--- src/rtl/ft_ctrl_pkg.sv ---
// Shared types and default sizing for the dual-core fault-recovery sequencer.
package ft_ctrl_pkg;

   typedef enum logic [2:0] {
      IDLE    = 3'd0,
      RUN     = 3'd1,
      DRAIN   = 3'd2,
      RESTORE = 3'd3,
      RESUME  = 3'd4,
      FAIL    = 3'd5
   } ft_state_e;

   localparam int          ADDR_W_DEF     = 32;
   localparam logic [31:0] BOOT_ADDR_DEF  = 32'h0000_0080;
   localparam int          DRAIN_MAX_DEF  = 16;
   localparam int          MAX_RETRY_DEF  = 3;
   localparam int          CLEAN_RUN_DEF  = 32;
   localparam int          RESUME_CYC_DEF = 2;

   // Bits needed to count 0..n-1, never narrower than one bit.
   function automatic int cnt_w(input int n);
      return (n <= 2) ? 1 : $clog2(n);
   endfunction

   localparam int TIMER_W = cnt_w(DRAIN_MAX_DEF);
   localparam int RETRY_W = cnt_w(MAX_RETRY_DEF + 1);
   localparam int CLEAN_W = cnt_w(CLEAN_RUN_DEF);

endpackage

--- src/rtl/ft_recovery_ctrl_if.sv ---
// Core-side connection of the recovery sequencer: retire/PC compare inputs and fetch/halt/restore controls.
interface ft_recovery_ctrl_if #(
   parameter int ADDR_W = 32
);
   logic              retire_i;
   logic [ADDR_W-1:0] pc0_i;
   logic [ADDR_W-1:0] pc1_i;
   logic [1:0]        core_busy_i;
   logic              fetch_enable_o;
   logic              halt_o;
   logic              restore_o;
   logic [ADDR_W-1:0] restore_pc_o;

   modport master (
      input  retire_i, pc0_i, pc1_i, core_busy_i,
      output fetch_enable_o, halt_o, restore_o, restore_pc_o
   );

   modport slave (
      output retire_i, pc0_i, pc1_i, core_busy_i,
      input  fetch_enable_o, halt_o, restore_o, restore_pc_o
   );
endinterface

--- src/rtl/ft_checkpoint_reg.sv ---
// Last agreed checkpoint PC plus the clean-retire run counter that forgives earlier retries.
module ft_checkpoint_reg #(
   parameter int                ADDR_W    = 32,
   parameter logic [ADDR_W-1:0] BOOT_ADDR = ADDR_W'(32'h80),
   parameter int                CLEAN_RUN = 32,
   parameter int                CLEAN_W   = 5
) (
   input  logic              clk_i,
   input  logic              rst_i,
   input  logic              run_i,
   input  logic              retire_i,
   input  logic              mismatch_i,
   input  logic [ADDR_W-1:0] pc_i,
   output logic [ADDR_W-1:0] ckpt_pc_o,
   output logic              retry_clr_o
);

   logic [CLEAN_W-1:0] clean_q;
   logic               clean_retire;

   assign clean_retire = run_i & retire_i & ~mismatch_i;
   assign retry_clr_o  = clean_retire & (clean_q == CLEAN_W'(CLEAN_RUN - 1));

   always_ff @(posedge clk_i) begin
      if (rst_i) begin
         ckpt_pc_o <= BOOT_ADDR;
         clean_q   <= '0;
      end else if (clean_retire) begin
         ckpt_pc_o <= pc_i;
         clean_q   <= retry_clr_o ? '0 : clean_q + CLEAN_W'(1);
      end else if (run_i & mismatch_i) begin
         // a divergence breaks the clean run; the checkpoint itself is kept
         clean_q   <= '0;
      end
   end

endmodule

--- src/rtl/ft_recovery_ctrl.sv ---
// Lockstep divergence detector and rollback sequencer for the dual-core pair.
//   state   | meaning
//   IDLE    | fetch gated off, waiting for SoC fetch enable
//   RUN     | cores fetching, retires compared and checkpointed
//   DRAIN   | halted, waiting for both pipelines idle (bounded)
//   RESTORE | one-cycle PC restore strobe to last checkpoint
//   RESUME  | halt held for a few cycles before refetch
//   FAIL    | retries exhausted, halted until reset
module ft_recovery_ctrl
   import ft_ctrl_pkg::*;
#(
   parameter int                ADDR_W     = ADDR_W_DEF,
   parameter logic [ADDR_W-1:0] BOOT_ADDR  = ADDR_W'(BOOT_ADDR_DEF),
   parameter int                DRAIN_MAX  = DRAIN_MAX_DEF,
   parameter int                MAX_RETRY  = MAX_RETRY_DEF,
   parameter int                CLEAN_RUN  = CLEAN_RUN_DEF,
   parameter int                RESUME_CYC = RESUME_CYC_DEF
) (
   input  logic                clk_i,
   input  logic                rst_i,
   input  logic                fetch_enable_i,
   input  logic                error_i,
   ft_recovery_ctrl_if.master  core,
   output logic [7:0]          recov_cnt_o,
   output logic                fail_o,
   output logic [2:0]          state_o
);

   ft_state_e          state_q, state_d;
   logic               fe_q, fe_d;
   logic               halt_q, halt_d;
   logic               restore_q, restore_d;
   logic [ADDR_W-1:0]  rpc_q, rpc_d;
   logic [TIMER_W-1:0] timer_q, timer_d;
   logic [RETRY_W-1:0] retry_q, retry_d;
   logic [7:0]         recov_q, recov_d;
   logic               fail_q, fail_d;

   logic               mismatch;
   logic               retry_clr;
   logic [ADDR_W-1:0]  ckpt_pc;

   assign mismatch = error_i | (core.retire_i & (core.pc0_i != core.pc1_i));

   ft_checkpoint_reg #(
      .ADDR_W    (ADDR_W),
      .BOOT_ADDR (BOOT_ADDR),
      .CLEAN_RUN (CLEAN_RUN),
      .CLEAN_W   (CLEAN_W)
   ) u_ckpt (
      .clk_i       (clk_i),
      .rst_i       (rst_i),
      .run_i       (state_q == RUN),
      .retire_i    (core.retire_i),
      .mismatch_i  (mismatch),
      .pc_i        (core.pc0_i),
      .ckpt_pc_o   (ckpt_pc),
      .retry_clr_o (retry_clr)
   );

   always_ff @(posedge clk_i) begin
      if (rst_i) begin
         state_q   <= IDLE;
         fe_q      <= 1'b0;
         halt_q    <= 1'b0;
         restore_q <= 1'b0;
         rpc_q     <= BOOT_ADDR;
         timer_q   <= '0;
         retry_q   <= '0;
         recov_q   <= '0;
         fail_q    <= 1'b0;
      end else begin
         state_q   <= state_d;
         fe_q      <= fe_d;
         halt_q    <= halt_d;
         restore_q <= restore_d;
         rpc_q     <= rpc_d;
         timer_q   <= timer_d;
         retry_q   <= retry_d;
         recov_q   <= recov_d;
         fail_q    <= fail_d;
      end
   end

   always_comb begin
      state_d   = state_q;
      fe_d      = fe_q;
      halt_d    = halt_q;
      restore_d = 1'b0;
      rpc_d     = rpc_q;
      timer_d   = timer_q;
      retry_d   = retry_q;
      recov_d   = recov_q;
      fail_d    = fail_q;

      case (state_q)
         IDLE: begin
            if (fetch_enable_i) begin
               state_d = RUN;
               fe_d    = 1'b1;
            end
         end
         RUN: begin
            if (retry_clr) retry_d = '0;
            if (mismatch) begin
               state_d = DRAIN;
               fe_d    = 1'b0;
               halt_d  = 1'b1;
               timer_d = TIMER_W'(DRAIN_MAX - 1);
            end else if (!fetch_enable_i) begin
               state_d = IDLE;
               fe_d    = 1'b0;
            end
         end
         DRAIN: begin
            // timer counts down the remaining drain budget
            if (core.core_busy_i == 2'b00 || timer_q == '0) begin
               if (retry_q == RETRY_W'(MAX_RETRY)) begin
                  state_d = FAIL;
                  fail_d  = 1'b1;
               end else begin
                  state_d   = RESTORE;
                  restore_d = 1'b1;
                  rpc_d     = ckpt_pc;
               end
            end else begin
               timer_d = timer_q - TIMER_W'(1);
            end
         end
         RESTORE: begin
            state_d = RESUME;
            timer_d = TIMER_W'(RESUME_CYC - 1);
            retry_d = retry_q + RETRY_W'(1);
            if (recov_q != 8'hFF) recov_d = recov_q + 8'd1;
         end
         RESUME: begin
            if (timer_q == '0) begin
               halt_d  = 1'b0;
               fe_d    = fetch_enable_i;
               state_d = fetch_enable_i ? RUN : IDLE;
            end else begin
               timer_d = timer_q - TIMER_W'(1);
            end
         end
         FAIL: begin
            fail_d = 1'b1;
            halt_d = 1'b1;
            fe_d   = 1'b0;
         end
         default: state_d = IDLE;
      endcase
   end

   assign core.fetch_enable_o = fe_q;
   assign core.halt_o         = halt_q;
   assign core.restore_o      = restore_q;
   assign core.restore_pc_o   = rpc_q;
   assign recov_cnt_o         = recov_q;
   assign fail_o              = fail_q;
   assign state_o             = state_q;

endmodule

--- src/flat_wrapper.sv ---
// flat-port wrapper written by rule: the top's interface ports become plain ports
module ft_recovery_ctrl_flat import ft_ctrl_pkg::*;
#(
   parameter int                ADDR_W     = ADDR_W_DEF,
   parameter logic [ADDR_W-1:0] BOOT_ADDR  = ADDR_W'(BOOT_ADDR_DEF),
   parameter int                DRAIN_MAX  = DRAIN_MAX_DEF,
   parameter int                MAX_RETRY  = MAX_RETRY_DEF,
   parameter int                CLEAN_RUN  = CLEAN_RUN_DEF,
   parameter int                RESUME_CYC = RESUME_CYC_DEF
)
  (clk_i, rst_i, fetch_enable_i, error_i, recov_cnt_o, fail_o, state_o, core_retire_i, core_pc0_i, core_pc1_i, core_core_busy_i, core_fetch_enable_o, core_halt_o, core_restore_o, core_restore_pc_o);
  ft_recovery_ctrl_if #(.ADDR_W(ADDR_W)) core_i ();
  input  logic clk_i;
  input  logic rst_i;
  input  logic fetch_enable_i;
  input  logic error_i;
  output logic [7:0] recov_cnt_o;
  output logic fail_o;
  output logic [2:0] state_o;
  input wire logic [$bits(core_i.retire_i)-1:0] core_retire_i;
  input wire logic [$bits(core_i.pc0_i)-1:0] core_pc0_i;
  input wire logic [$bits(core_i.pc1_i)-1:0] core_pc1_i;
  input wire logic [$bits(core_i.core_busy_i)-1:0] core_core_busy_i;
  output wire logic [$bits(core_i.fetch_enable_o)-1:0] core_fetch_enable_o;
  output wire logic [$bits(core_i.halt_o)-1:0] core_halt_o;
  output wire logic [$bits(core_i.restore_o)-1:0] core_restore_o;
  output wire logic [$bits(core_i.restore_pc_o)-1:0] core_restore_pc_o;
  assign core_i.retire_i = core_retire_i;
  assign core_i.pc0_i = core_pc0_i;
  assign core_i.pc1_i = core_pc1_i;
  assign core_i.core_busy_i = core_core_busy_i;
  assign core_fetch_enable_o = core_i.fetch_enable_o;
  assign core_halt_o = core_i.halt_o;
  assign core_restore_o = core_i.restore_o;
  assign core_restore_pc_o = core_i.restore_pc_o;
  ft_recovery_ctrl #(.ADDR_W(ADDR_W), .BOOT_ADDR(BOOT_ADDR), .DRAIN_MAX(DRAIN_MAX), .MAX_RETRY(MAX_RETRY), .CLEAN_RUN(CLEAN_RUN), .RESUME_CYC(RESUME_CYC)) u_core (.clk_i(clk_i), .rst_i(rst_i), .fetch_enable_i(fetch_enable_i), .error_i(error_i), .core(core_i), .recov_cnt_o(recov_cnt_o), .fail_o(fail_o), .state_o(state_o));
endmodule
--- config.mk ---
export PLATFORM = sky130hd
export DESIGN_NAME = ft_recovery_ctrl_flat
export DESIGN_NICKNAME = d
export VERILOG_FILES = /design/src/rtl/ft_ctrl_pkg.sv /design/src/rtl/ft_recovery_ctrl_if.sv /design/src/rtl/ft_checkpoint_reg.sv /design/src/rtl/ft_recovery_ctrl.sv /design/src/flat_wrapper.sv
export SDC_FILE = /design/constraint.sdc
export NUM_CORES = 1
export LEC_CHECK = 0
export ABC_CLOCK_PERIOD_IN_PS = 4100
export CORE_UTILIZATION = 51
export CTS_CLUSTER_DIAMETER = 80
export DETAILED_ROUTE_END_ITERATION = 8
export GPL_ROUTABILITY_DRIVEN = 0
export GPL_TIMING_DRIVEN = 0
export PLACE_DENSITY_LB_ADDON = 0.2
export SLEW_MARGIN = 30
export SYNTH_ARGS = -nofsm -noshare
export SYNTH_HDL_FRONTEND = slang
export SYNTH_HIERARCHICAL = 1
export SYNTH_SLANG_ARGS = --single-unit
--- constraint.sdc ---
create_clock -name clk_i -period 4.1 [get_ports clk_i]
set_input_delay 0.615 -clock clk_i [delete_from_list [all_inputs] [get_ports clk_i]]
set_output_delay 0.615 -clock clk_i [all_outputs]
set_load 0.02 [all_outputs]
== After elaboration in Yosys (flattened, before gate mapping) ==
Cells that the tools add are included.

* Bitwise gates (word level): 11
* Equal/unequal tests: 18
* Reduce and logical (&&, ||, !) cells: 19
* Muxes and demuxes: 29
* Add/subtract/negate cells: 4

{| class="wikitable"
|+ Operators by type and width
! cell !! number
|-
| $ne A32 B32 Y1 || 1
|-
| $mux W3 || 6
|-
| $pmux W3 S6 || 1
|-
| $pmux W4 S4 || 1
|-
| $mux W5 || 3
|-
| $mux W4 || 3
|-
| $mux W1 || 10
|-
| $ne A2 B1 Y1 const B || 5
|-
| $reduce_and A3 Y1 || 3
|-
| $add A8 B1 Y8 const B || 1
|-
| $ne A8 B8 Y1 const B || 1
|-
| $reduce_and A4 Y1 || 2
|-
| $reduce_bool A4 Y1 || 2
|-
| $eq A3 B2 Y1 const B || 2
|-
| $eq A3 B3 Y1 const B || 2
|-
| $ne A2 B2 Y1 const B || 3
|-
| $reduce_bool A2 Y1 || 3
|-
| $add A5 B1 Y5 const B || 1
|-
| $and A1 B1 Y1 || 5
|-
| $eq A5 B5 Y1 const B || 1
|-
| $not A1 Y1 || 5
|-
| $reduce_and A5 Y1 || 1
|-
| $logic_not A4 Y1 || 1
|-
| $pmux W1 S4 || 1
|-
| other kinds (16) || 17
|}

* Word-level logic and storage cells: 92
* Flip-flop bits (word level): 90
* Input bits: 71

== Depth between registers and ports, before layout ==
Gate-level depths: netlist of the first run.

* Depth in word-level cells: 8
* Gate-level depth with buffers: 12

== Modules after synthesis ==
The synthesis of the first run kept the hierarchy.

{| class="wikitable"
|+ Modules (own cells, without submodules)
! module !! cells each !! area an instance (um2) !! instances
|-
| ft_recovery_ctrl || 315 || 2562.5 || 1
|-
| ft_checkpoint_reg || 166 || 1377.6 || 1
|}

== Worst setup path after synthesis of the first run ==
OpenSTA, ideal clock, no wires.

* Kind: input -> register
* Start point: input port core_pc1_i[4]
* End point: register u_core.retry_q[1]
* Data arrival time: 2.611 ns
* Path slack: 1.362 ns
* Stages: 12
* Cells stage by stage: xnor2_1 nand4_1 nor4_1 a21boi_1 or2_2 and3b_1 buf_2 buf_4 and2_1 o21ai_0 a32oi_1 nor2_1

* Word-level cells in the longest chain between the ends: 8

{| class="wikitable"
|+ RTL lines
! item !! RTL line !! source
|-
| from (decl) || flat_wrapper.sv:22 || <nowiki>input wire logic [$bits(core_i.pc1_i)-1:0] core_pc1_i;</nowiki>
|-
| $ne A32 B32 Y1 || ft_recovery_ctrl.sv:43 || <nowiki>assign mismatch = error_i | (core.retire_i & (core.pc0_i != core.pc1_i));</nowiki>
|-
| $and A1 B1 Y1 || ft_recovery_ctrl.sv:43 ||
|-
| $or A1 B1 Y1 || ft_recovery_ctrl.sv:43 ||
|-
| net u_core.mismatch || ft_recovery_ctrl.sv:39 || <nowiki>logic mismatch;</nowiki>
|-
| $not A1 Y1 || ft_checkpoint_reg.sv:21 || <nowiki>assign clean_retire = run_i & retire_i & ~mismatch_i;</nowiki>
|-
| $and A1 B1 Y1 || ft_checkpoint_reg.sv:21 ||
|-
| $and A1 B1 Y1 || ft_checkpoint_reg.sv:22 || <nowiki>assign retry_clr_o = clean_retire & (clean_q == CLEAN_W'(CLEAN_RUN - 1));</nowiki>
|-
| net u_core.retry_clr || ft_recovery_ctrl.sv:40 || <nowiki>logic retry_clr;</nowiki>
|-
| $ne A2 B1 Y1 (no line) || -- ||
|-
| $reduce_and A2 Y1 (no line) || -- ||
|-
| to (signal assigned) || ft_recovery_ctrl.sv:79 || <nowiki>retry_q <= retry_d;</nowiki>
|-
| to (decl) || ft_recovery_ctrl.sv:35 || <nowiki>logic [RETRY_W-1:0] retry_q, retry_d;</nowiki>
|}

The timed path passes the listed nets, and every way through them passes these cells.
A chain may end at the register's enable or synchronous reset.

== Final worst setup path of the first run ==
* Start point: input port core_pc0_i[15]
* End point: register u_core.retry_q[0]

* Word-level cells in the longest chain between the ends: 8

{| class="wikitable"
|+ RTL lines
! item !! RTL line !! source
|-
| from (decl) || flat_wrapper.sv:21 || <nowiki>input wire logic [$bits(core_i.pc0_i)-1:0] core_pc0_i;</nowiki>
|-
| $ne A32 B32 Y1 || ft_recovery_ctrl.sv:43 ||
|-
| $and A1 B1 Y1 || ft_recovery_ctrl.sv:43 ||
|-
| $or A1 B1 Y1 || ft_recovery_ctrl.sv:43 ||
|-
| net u_core.mismatch || ft_recovery_ctrl.sv:39 ||
|-
| $not A1 Y1 || ft_checkpoint_reg.sv:21 ||
|-
| $and A1 B1 Y1 || ft_checkpoint_reg.sv:21 ||
|-
| $and A1 B1 Y1 || ft_checkpoint_reg.sv:22 ||
|-
| net u_core.retry_clr || ft_recovery_ctrl.sv:40 ||
|-
| $ne A2 B1 Y1 (no line) || -- ||
|-
| $reduce_and A2 Y1 (no line) || -- ||
|}

The timed path passes the listed nets, and every way through them passes these cells.

==> flow_results.org, run 1 <==
** Timing
- The final number of max-transition violations was 0.
- Static timing analysis puts the maximum clock frequency at around 270 MHz.
- Worst Clk Skew :: about 0.011 ns
- TNS Setup :: 0 ns
- After layout, the worst path uses about nine tenths of the clock period.
- Least-Margin Pin Slew :: approximately 0.72 ns
- Count of final setup violators :: 0
- Unrepaired setup endpoints after global routing :: false
- Slew headroom :: roughly half
- Slack of the critical path :: 0.429 ns
- The smallest clock period supported by the final layout is computed as around 3.7 ns.
- Final hold viol count :: 0

** Critical path
- By startpoint and endpoint, the worst setup path is classified as input port to register.
- Data on the critical path arrives at its endpoint at 3.91 ns.
- Walking the worst path, the cells encountered are clkdlybuf4s50_1, xnor2_1, nand4_1, nor4_1, a21boi_1, or2_2, and3b_1, buf_2, buf_4, and2_1, o21ai_0, a21oi_1, nor2_1.
- Kind of end point of the critical path :: register
- On the worst path, the slowest cell contributes a delay of 0.66 ns.
- For this design, the slowest cell found on the critical path is nor4_1.
- Crit path required time :: approximately 4.3 ns
- CP Launch Type :: input port
- Along the worst path, the maximum fanout reaches 10.

** Logic synthesis
- Total nets after synthesis :: 557
- Yosys mapped a number of flops with a built-in enable equal to 0.
- Of the total synthesized cell area, the portion taken by AND, OR, NAND and NOR gates is between 20% and 30%.
- Async set or reset register ratio after synthesis :: 0%
- Number of warnings issued by yosys :: 6
- dfxtp_1 takes more of the synthesized area than any other cell.
- Adder-cell share of the synthesized area :: about 1.6%
- Of the synthesized area, sequential elements account for 45.7%.
- Mux contribution to synthesized area :: less than 1%
- Top area cells in the synthesized netlist :: dfxtp_1 46%, nand2_1 13%, a21oi_1 9.4%
- Combinational family with the most area after synthesis :: simple AND/OR/NAND/NOR gates
- The cell count after synthesis came out at 481.
- Total of flip-flops plus latches after synthesis :: 90
- Top flip-flop cell by instance count after synthesis :: dfxtp_1
- Synthesis instantiated 55 different standard cells from the library.
- Fraction of post-synthesis cell area in the top cell type by area :: 45.7%
- After Yosys synthesis, XOR and XNOR cells account for between 8 and 9% of the synthesized area.
- Post-Synthesis Mean Instance Area :: 8.19 sq um
- Synthesized-area fraction occupied by ao, oa, aoi and oai cells :: about 17%
- The mapped netlist covers 0.00394 sq mm.

** Clock network
- The H-tree was split into 3 levels.
- Number of clock sinks seen by CTS :: 90
- Latest clock arrival within the worst-skew pair :: about 0.36 ns
- Buffers inserted during clock tree synthesis total 9.
- Gates resized, CTS repair :: 0
- Clock tree buffer depth :: 2
- Clock-pin slew of the registers on the worst-case setup and hold paths :: ~0.090 ns
- In this run, post-CTS hold repair placed 0 buffers.
- The cell sitting at the root of the clock tree is a clkbuf_8.
- Clock tree from TritonCTS :: done
- Post-CTS Setup Inserts :: 0

** GRT
- Overall fraction of global-route tracks in use :: a little over a quarter
- Grt ovf :: 0
- Number of global-route vias before repair :: 3710
- Pin count of the biggest net entering global routing :: 17
- Initial antenna violation count :: 0
- The first global-routing pass estimated approximately 18000 um of wire.

** Run status
- The run finished with clean final reports.

** Final layout
- Leaving out fill and tap cells, the most frequent cell in the layout is nand2_1.
- The number of antenna diodes in the final layout is 0.
- Cells with a size suffix above 1 make up slightly above 7% of the layout.
- Area taken by flip-flops and latches :: roughly 0.0018 sq mm
- Summing all non-filler instances in the final layout gives an area of 0.00545 sq mm.
- In the layout the commonest cells are 136 x nand2_1, 116 x clkdlybuf4s50_1, 90 x dfxtp_1.
- In the final design database the tool counted about 680 nets.
- Measured on the finished design, the core utilization comes to between 70% and 80%.
- Multi-input gate area in the final layout :: approximately 0.0020 sq mm
- Filler Cells Inserted :: 558
- Area growth, synth to finish :: 38.3%

** Floorplanning
- Once the floorplan was initialized, standard cells occupied between 50 and 60% of the core.
- The floorplan step defined a die boundary enclosing 0.00808 sq mm.
- The region available for standard cell placement spans between 0.007 and 0.008 sq mm.
- Die Height :: around 90 um
- For this design the top-level I/O count stands at approximately 120.
- Horizontal die dimension :: ~90 um
- Row generation in the floorplan step produced 31 rows.

** Routing
- Summed over all layers, the routed wires come to around 11000 um.
- After detailed routing, the average wire length per cell comes to approximately 16 um.
- Initial DRC Count :: approximately 160
- Number of vias per cell after detailed routing :: between 5 and 6
- The first detailed-routing pass ran for 5 iterations.
- Number of vias after detailed routing :: just under 4000
- Post-route DRC violation count :: 0
- Once detail routing completed, the nets flagged for antenna violations numbered 0.

** Power and ir drop
- Max rail drop VDD :: slightly below 0.0004 V
- Power spread over the standard cell area amounts to about 430 mW/mm^2.
- In this run the static leakage power is ~1.9 nW.

** Job
- Count of max-cap constraint violations :: 0

** Placement
- Port Buffers :: around 120
- Worst setup timing slack at the placement stage :: 0.101 ns
- HPWL after DPL :: ~8200 um
- Summing all placed instances gives a cell area of 0.00523 sq mm.

** Worst hold path
- The path class of the tightest hold or removal check is register to register.
==> state kept, by name, summed over array words and instances (netlist names) <==
register and count:
u_core/state_o 3, u_core/core.halt_o 1, u_core/core.restore_o 1, u_core/core.fetch_enable_o 1, u_core/u_ckpt/clean_q 5, u_core/timer_q 4
u_core/retry_q 2, u_core/recov_cnt_o 8, u_core/u_ckpt/ckpt_pc_o 32, u_core/fail_o 1, u_core/core.restore_pc_o 32
==> critical path: cells and delay by family <==
kind	cells	cell delay, ns
XOR/XNOR	1	0.25
AO/OA/AOI/OAI	3	0.51
AND/OR/NAND/NOR	6	1.60
buffers and inverters	3	0.91
==> cell usage after synthesis, types with 2 or more instances <==
| cell | instances |
|---|---|
| o22ai_1 | 3 |
| ha_1 | 5 |
| xnor2_1 | 33 |
| mux2i_1 | 2 |
| buf_2 | 12 |
| and3_1 | 4 |
| clkbuf_1 | 11 |
| a31oi_1 | 2 |
| inv_1 | 7 |
| a211oi_1 | 3 |
| nand2_1 | 136 |
| a21o_1 | 2 |
| or2_2 | 2 |
| nand3b_1 | 4 |
| a22oi_1 | 2 |
| o21ai_0 | 7 |
| nand2b_1 | 3 |
| or3_1 | 2 |
| dfxtp_1 | 90 |
| nand4_1 | 10 |
| nor3_1 | 6 |
| xor2_1 | 4 |
| buf_4 | 3 |
| nor2_1 | 18 |
| a21oi_1 | 74 |
| nor4_1 | 2 |
| o31a_1 | 2 |
| nand3_1 | 5 |
==> layout make-up <==
cell class              instances  share of cell area (%)
well taps                      99                    2.27
clock inverters                 7                    1.81
flip-flops and latches         90                    33.1
repair buffers                116                    21.3
clock buffers                   9                    2.27
multi-input cells             357                    36.4
plain buffers                  26                    2.27
inverters                       8                   0.551
==> report_power, final <==
group / internal (mW) / switching [mW]
clock network: 0.349 / 0.331
registers: 0.931 / 0.0529
logic: 0.291 / 0.375
total: 1.57 / 0.759
==> routing by layer <==
| metal | GRT usage, % | wire (um) |
|---|---|---|
| met5 | 0 | 0 |
| met3 | 5.08 | 802 |
| met4 | 12.2 | 319 |
| met1 | 32.8 | 4480 |
| met2 | 48.1 | 5500 |
==> worst paths after layout <==
kind	from	to	slack, ns	cells past startpoint
setup / recovery	core_pc0_i[15]	u_core/retry_q[0]$_SDFFE_PP0P_	0.43	13
hold / removal	u_core/core.restore_pc_o[22]$_SDFFE_PP0P_	u_core/core.restore_pc_o[22]$_SDFFE_PP0P_	0.46	2
setup reg to reg	u_core/state_o[0]$_SDFFE_PP0P_	u_core/retry_q[0]$_SDFFE_PP0P_	1.55	9
hold reg to reg	u_core/core.restore_pc_o[22]$_SDFFE_PP0P_	u_core/core.restore_pc_o[22]$_SDFFE_PP0P_	0.46	2
==> stage by stage <==
| step | std cells | power [mW] | hold slack (ns) |
|---|---|---|---|
| after floorplan | 481 | 1.42 | 0.432 |
| after global placement | 696 | 1.64 | 0.437 |
| after detailed placement | 696 | 1.66 | 0.445 |
| after CTS | 712 | 2.33 | 0.455 |
| after global routing | 712 | 2.45 | 0.472 |
| final | 712 | 2.33 | 0.457 |
==> cell families after synthesis <==
| kind of cell | Yosys count |
|---|---|
| simple gates | 202 |
| compound gates | 111 |
| flops | 90 |
| xor+xnor | 37 |
| buf+inv | 34 |
| fa+ha+maj | 5 |
| mux | 2 |
Power figures use the tool's default switching activity.
==> inputs of run 2 (changes only) <==
ABC_CLOCK_PERIOD_IN_PS = not set   (was 4100)
==> results of run 2 <==
Final layout, timing and power as in run 1 (identical DEF).
==> inputs of run 3 (changes only) <==
SKIP_CTS_REPAIR_TIMING = 1   (was not set)
==> results of run 3 <==
Final layout, timing and power as in run 1 (identical DEF).
